File: config.mk
export PLATFORM = sky130hd
export DESIGN_NAME = scan_addr_gen
export DESIGN_NICKNAME = d
export VERILOG_FILES = /design/src/rtl/scan_pkg.sv /design/src/rtl/scan_dwell_timer.sv /design/src/rtl/scan_addr_gen.sv
export SDC_FILE = /design/constraint.sdc
export NUM_CORES = 1
export LEC_CHECK = 0
export CAP_MARGIN = 10
export CORE_ASPECT_RATIO = 0.9
export CORE_MARGIN = 5
export CORE_UTILIZATION = 25
export DETAILED_ROUTE_END_ITERATION = 12
export PLACE_DENSITY = 0.43
export SYNTH_ARGS = -nofsm -noshare
export SYNTH_HDL_FRONTEND = slang
export SYNTH_SLANG_ARGS = --single-unit
File: constraint.sdc
create_clock -name clk -period 2 [get_ports clk]
set_input_delay 0.6 -clock clk [delete_from_list [all_inputs] [get_ports clk]]
set_output_delay 0.6 -clock clk [all_outputs]
set_load 0.02 [all_outputs]
File: src/rtl/scan_pkg.sv
// Shared types and default sizes for the decoder address scanner.
// State encoding is fixed so the FSM can use plain logic constants.
package scan_pkg;
  localparam int SCAN_ADDR_W  = 3;
  localparam int SCAN_DWELL_W = 8;

  typedef enum logic [1:0] {
    IDLE = 2'd0,
    RUN  = 2'd1,
    DONE = 2'd2
  } scan_state_e;
endpackage

File: src/rtl/scan_dwell_timer.sv
// Loadable down-counter timing how long each scan address is held.
// Latency: load/decrement visible the cycle after; zero flag is decoded from the register.
// Backpressure: none; en freezes the count, load always wins over en.
module scan_dwell_timer #(
  parameter int W = 8
) (
  input  logic         clk,
  input  logic         rst_n,
  input  logic         load,
  input  logic [W-1:0] load_val,
  input  logic         en,
  output logic         zero
);
  logic [W-1:0] count;

  always_ff @(posedge clk or negedge rst_n) begin
    if (!rst_n) begin
      count <= '0;
    end else if (load) begin
      count <= load_val;
    end else if (en && (count != '0)) begin
      count <= count - W'(1);
    end
  end

  assign zero = (count == '0);
endmodule

File: src/rtl/scan_addr_gen.sv
// Address scanner driving decoder_3_8 select A; each address held dwell+1 cycles.
// Latency: outputs registered, addr_valid/busy rise one cycle after an accepted start.
// Backpressure: stop aborts; SCAN_ADDR_GEN_PAUSE_EN adds a pause input that freezes RUN.
module scan_addr_gen
  import scan_pkg::*;
#(
  parameter int ADDR_W  = SCAN_ADDR_W,
  parameter int DWELL_W = SCAN_DWELL_W
) (
  input  logic               clk,
  input  logic               rst_n,
  input  logic               start,
  input  logic               stop,
  input  logic               continuous,
  input  logic               dir_down,
  input  logic [DWELL_W-1:0] dwell,
`ifdef SCAN_ADDR_GEN_PAUSE_EN
  input  logic               pause,
`endif
  output logic [ADDR_W-1:0]  addr_out,
  output logic               addr_valid,
  output logic               busy,
  output logic               done
);
  localparam logic [1:0] ST_IDLE = 2'(IDLE);
  localparam logic [1:0] ST_RUN  = 2'(RUN);
  localparam logic [1:0] ST_DONE = 2'(DONE);
  localparam logic [ADDR_W-1:0] ADDR_MAX = '1;

  logic [1:0]         state;
  logic               cont_q;
  logic               dir_q;
  logic [DWELL_W-1:0] dwell_q;

  logic               hold;
  logic               start_ok;
  logic               run_go;
  logic               at_last;
  logic [ADDR_W-1:0]  addr_step;
  logic               tmr_load;
  logic               tmr_en;
  logic               tmr_zero;
  logic [DWELL_W-1:0] tmr_val;

`ifdef SCAN_ADDR_GEN_PAUSE_EN
  assign hold = pause;
`else
  assign hold = 1'b0;
`endif

  assign start_ok  = (state == ST_IDLE) && start && !stop;
  assign run_go    = (state == ST_RUN) && !stop && !hold;
  assign at_last   = dir_q ? (addr_out == '0) : (addr_out == ADDR_MAX);
  // Modulo stepping makes the continuous wrap the same operation as a normal step.
  assign addr_step = dir_q ? (addr_out - ADDR_W'(1)) : (addr_out + ADDR_W'(1));

  assign tmr_load = start_ok || (run_go && tmr_zero && (!at_last || cont_q));
  assign tmr_val  = start_ok ? dwell : dwell_q;
  assign tmr_en   = run_go && !tmr_zero;

  scan_dwell_timer #(.W(DWELL_W)) u_dwell_timer (
    .clk      (clk),
    .rst_n    (rst_n),
    .load     (tmr_load),
    .load_val (tmr_val),
    .en       (tmr_en),
    .zero     (tmr_zero)
  );

  always_ff @(posedge clk or negedge rst_n) begin
    if (!rst_n) begin
      state      <= ST_IDLE;
      cont_q     <= 1'b0;
      dir_q      <= 1'b0;
      dwell_q    <= '0;
      addr_out   <= '0;
      addr_valid <= 1'b0;
      busy       <= 1'b0;
      done       <= 1'b0;
    end else begin
      case (state)
        ST_IDLE: begin
          done       <= 1'b0;
          addr_valid <= 1'b0;
          busy       <= 1'b0;
          if (start_ok) begin
            cont_q     <= continuous;
            dir_q      <= dir_down;
            dwell_q    <= dwell;
            addr_out   <= dir_down ? ADDR_MAX : '0;
            addr_valid <= 1'b1;
            busy       <= 1'b1;
            state      <= ST_RUN;
          end
        end
        ST_RUN: begin
          if (stop) begin
            // Abort keeps addr_out so the last decoded line is still observable.
            state      <= ST_IDLE;
            addr_valid <= 1'b0;
            busy       <= 1'b0;
          end else if (!hold && tmr_zero) begin
            if (!at_last || cont_q) begin
              addr_out <= addr_step;
            end else begin
              state      <= ST_DONE;
              addr_valid <= 1'b0;
              done       <= 1'b1;
            end
          end
        end
        ST_DONE: begin
          state <= ST_IDLE;
          done  <= 1'b0;
          busy  <= 1'b0;
        end
        default: begin
          state      <= ST_IDLE;
          addr_valid <= 1'b0;
          busy       <= 1'b0;
          done       <= 1'b0;
        end
      endcase
    end
  end
endmodule

==> flow_metrics.py <==
metrics = {
    "floorplanning": {
        "die_x_um": 88.78,
        "initial_core_util_pct": 26.11,
        "rows": 25,
        "io_pins": 20,
        "die_h_um": 80.90,
        "core_um2": 5349,
        "dieArea_um2": 7182,
    },
    "sta": {
        "drv_slew": 0,
        "hold_viol_final": 0,
        "setup_viol": 1,
        "period_share_pct": 100.2,
        "worst_slew_pin_slew_ns": 0.4954,
        "max_slew_margin_pct": 66.72,
        "clock-skew-final_ns": 0.003553,
        "fmax_ghz": 0.4991,
        "rsz0062_at_grt": "true",
        "min_period_ns": 2.004,
        "worst_slack_ns": -0.003635,
        "setup_tns_ns": -0.003635,
    },
    "global_routing": {
        "grt_first_pass_wirelength_mm": 5.692,
        "gr-usage-all-layers_pct": 10.18,
        "antenna_found_initial": 0,
        "grt_overflow": 0,
        "grt_pass1_vias": 1204,
        "grt_max_degree": 27,
    },
    "logic_synthesis": {
        "syn_nets": 143,
        "ys.flop_type": "dfrtp_1",
        "synthCells": 126,
        "ys_seq_area_share_pct": 46.59,
        "async_flop_share_pct": 100.0,
        "synth_seq_cells": 26,
        "yosysUniqueCellTypes": 45,
        "synth_edf_count": 0,
        "ys_warn_count": 0,
        "synth.avg_cell_area_um2": 11.08,
        "yosysTopAreaCellShare_pct": 46.59,
        "syn-cell-area_um2": 1396,
        "yosysTopAreaCell": "dfrtp_1",
        "synth_area_leaders": "dfrtp_1 (47%), mux2_2 (7.3%), nor2_1 (3.0%)",
    },
    "hold_path": {
        "worstHoldPathType": "register to register",
    },
    "setup_path": {
        "cp_top_family": "compound AO/OA/AOI/OAI gates",
        "r2r-start": "addr_out[2]",
        "crit_slowest_cell": "or4b_4",
        "crit_cells": 6,
        "ff2ff_setup_slack_ns": -0.004,
        "rr_worst_depth": 6,
        "cpPeakStageDelay_ns": 0.54,
        "cp-end-kind": "register",
        "crit_path_start_kind": "register",
        "critPathKind": "register to register",
        "worstPathArrival_ns": 2.17,
        "crit_chain": "or4b_4, a21o_4, a31oi_4, buf_6, mux2i_1, a2bb2oi_2",
        "cp_num_buf_inv": 1,
        "cp-endpoint": "u_dwell_timer.count[7]",
        "critical_path.max_fanout": 5,
        "crit_required_ns": 2.16,
        "reg2reg_to": "u_dwell_timer.count[7]",
        "critPathLaunch": "addr_out[2]",
    },
    "cts": {
        "clk_pin_slew_ns": 0.09,
        "holdBufCountCts": 0,
        "cts_root_buf": "clkbuf_8",
        "htree_levels": 1,
        "numCtsBuffers": 3,
        "worst_skew_pair.late_latency_ns": 0.27,
        "cts.sinks": 26,
        "cts_tree": "built",
        "cts_max_path_buffers": 2,
    },
    "power": {
        "ir_worst_vdd_v": 0.0003948,
        "p_leak_nw": 0.8930,
        "powerDensity_nw_per_um2": 896.5,
    },
    "layout": {
        "n_antenna_cell": 0,
        "final_cells": 247,
        "drive_gt1_share_pct": 40.56,
        "fin_nets": 199,
        "area_delta_synth_final_pct": 46.06,
        "post-route-util_pct": 38.13,
    },
    "route": {
        "wl_mm": 3.486,
        "ant_nets": 0,
        "vias": 1181,
        "drtPass1Iterations": 4,
        "drcViolationCount": 0,
        "wl_per_cell_um": 14.11,
        "drt_iter0_drc": 59,
        "routed_via_density": 4.781,
    },
    "placement": {
        "placed_cells": 235,
        "gp_congestion": 0.8298,
        "dp_hpwl_mm": 2.564,
        "portBuffers": 19,
    },
    "run_status": {
        "violations": "setup timing",
        "status": "finished, violations left",
    },
    "job": {
        "drv_cap": 0,
    },
}
-- state kept, by name, summed over array words and instances (netlist names) --
register and count:
busy 1, cont_q 1, dwell_q 8, state 2, dir_q 1, addr_valid 1
addr_out 3, u_dwell_timer.count 8, done 1
-- cells in the final DEF (no fill, tap or decap), types with 2 or more instances in the layout --
cell type / n
mux2_2: 8
clkbuf_8: 3
a31oi_1: 2
inv_2: 2
o211a_1: 2
clkdlybuf4s50_1: 15
nor2b_1: 3
a31oi_4: 2
a31o_4: 2
inv_1: 6
buf_4: 34
nor2_1: 11
dfrtp_1: 26
dlymetal6s2s_1: 2
or4b_4: 2
o31ai_2: 2
o2bb2ai_1: 2
o21ai_0: 4
a21oi_1: 5
a221o_1: 2
nand4_1: 2
o211ai_1: 2
a21oi_2: 3
nor3_1: 2
nand3_1: 2
dlygate4sd2_1: 2
nand2_1: 4
-- per-layer routing --
| metal | track usage [%] | vias up | part of all wire (%) |
|---|---|---|---|
| met4 | 0.9063 | 0 | 0.34 |
| met2 | 17.58 | 28 | 48 |
| met3 | 2.840 | 2 | 5.7 |
| met1 | 13.14 | 581 | 46 |
| li1 | - | 570 | - |
| met5 | 0 | - | 0 |
-- how the worst min path moves through the flow --
| stage | depth (start not counted) | from | endpoint |
|---|---|---|---|
| after floorplan | 0 | rst_n | addr_out[0] |
| after global routing | 1 | dwell_q[2] | dwell_q[2] |
| after global placement | 1 | done | done |
| after detailed placement | 1 | dwell_q[5] | dwell_q[5] |
| final | 1 | dwell_q[4] | dwell_q[4] |
| after CTS | 1 | dwell_q[5] | dwell_q[5] |
-- synthesized netlist by cell type, types with 2 or more instances --
cell       count
mux2_2         9
or4b_4         2
nand3_1        2
a21o_1         2
ha_1           2
inv_1          8
nor2_1        11
a221o_1        2
o31ai_1        3
o211ai_1       2
nor2b_1        4
dfrtp_1       26
a31oi_1        2
o2bb2ai_1      2
nor3_1         2
buf_6          2
o21a_1         2
o211a_1        2
nand4_1        2
a21oi_1        8
o21ai_0        4
nand2_1        4
-- layout make-up --
type                       count  area, µm²
timing repair buffer          54      459.2
inverter                       9      36.28
tap                           67      83.83
multi-input combinational     88      768.2
clock buffer                   3      41.29
sequential                    26      650.6
fill                         547       3309
-- logic make-up (layout without fill, tap and decap cells) --
kind of cell | count (synthesis) | count (layout) | synth area share, %
buf+inv | 13 | 66 | 4.838
compound gates | 36 | 37 | 19.71
fa+ha+maj | 3 | 3 | 3.226
simple gates | 37 | 37 | 17.03
xor+xnor | 1 | 1 | 0.6274
mux | 10 | 10 | 7.975
flops | 26 | 26 | 46.59
-- where the power goes --
part | switching [W] | internal, W | leakage, nW | total [W]
registers | 0.0000980 | 0.000659 | 0.315 | 0.000757
clock network | 0.000157 | 0.000135 | 0.0216 | 0.000292
logic | 0.000361 | 0.000419 | 0.556 | 0.000780
total | 0.000616 | 0.00121 | 0.893 | 0.00183
-- metrics by stage --
step	worst slack, ns	total power [W]	hold slack (ns)	cell area [µm²]
final	-0.003635	0.001828	0.5050	2039
after global routing	-0.04604	0.001951	0.5271	2039
after CTS	-0.002862	0.001829	0.5066	1991
after detailed placement	-0.4151	0.001459	0.4863	1839
after global placement	-0.3715	0.001448	0.4777	1839
after floorplan	0.05731	0.001146	0.3044	1396
-- timing repair --
| action | 4_1_cts | 5_1_grt |
|---|---|---|
| cloned | 1 | 0 |
| setup buffers | 6 | 2 |
| gates resized for setup | 18 | 8 |
| pin swaps | 5 | 8 |
| setup endpoints to repair | 11 | 12 |
Power figures use the tool's default switching activity.
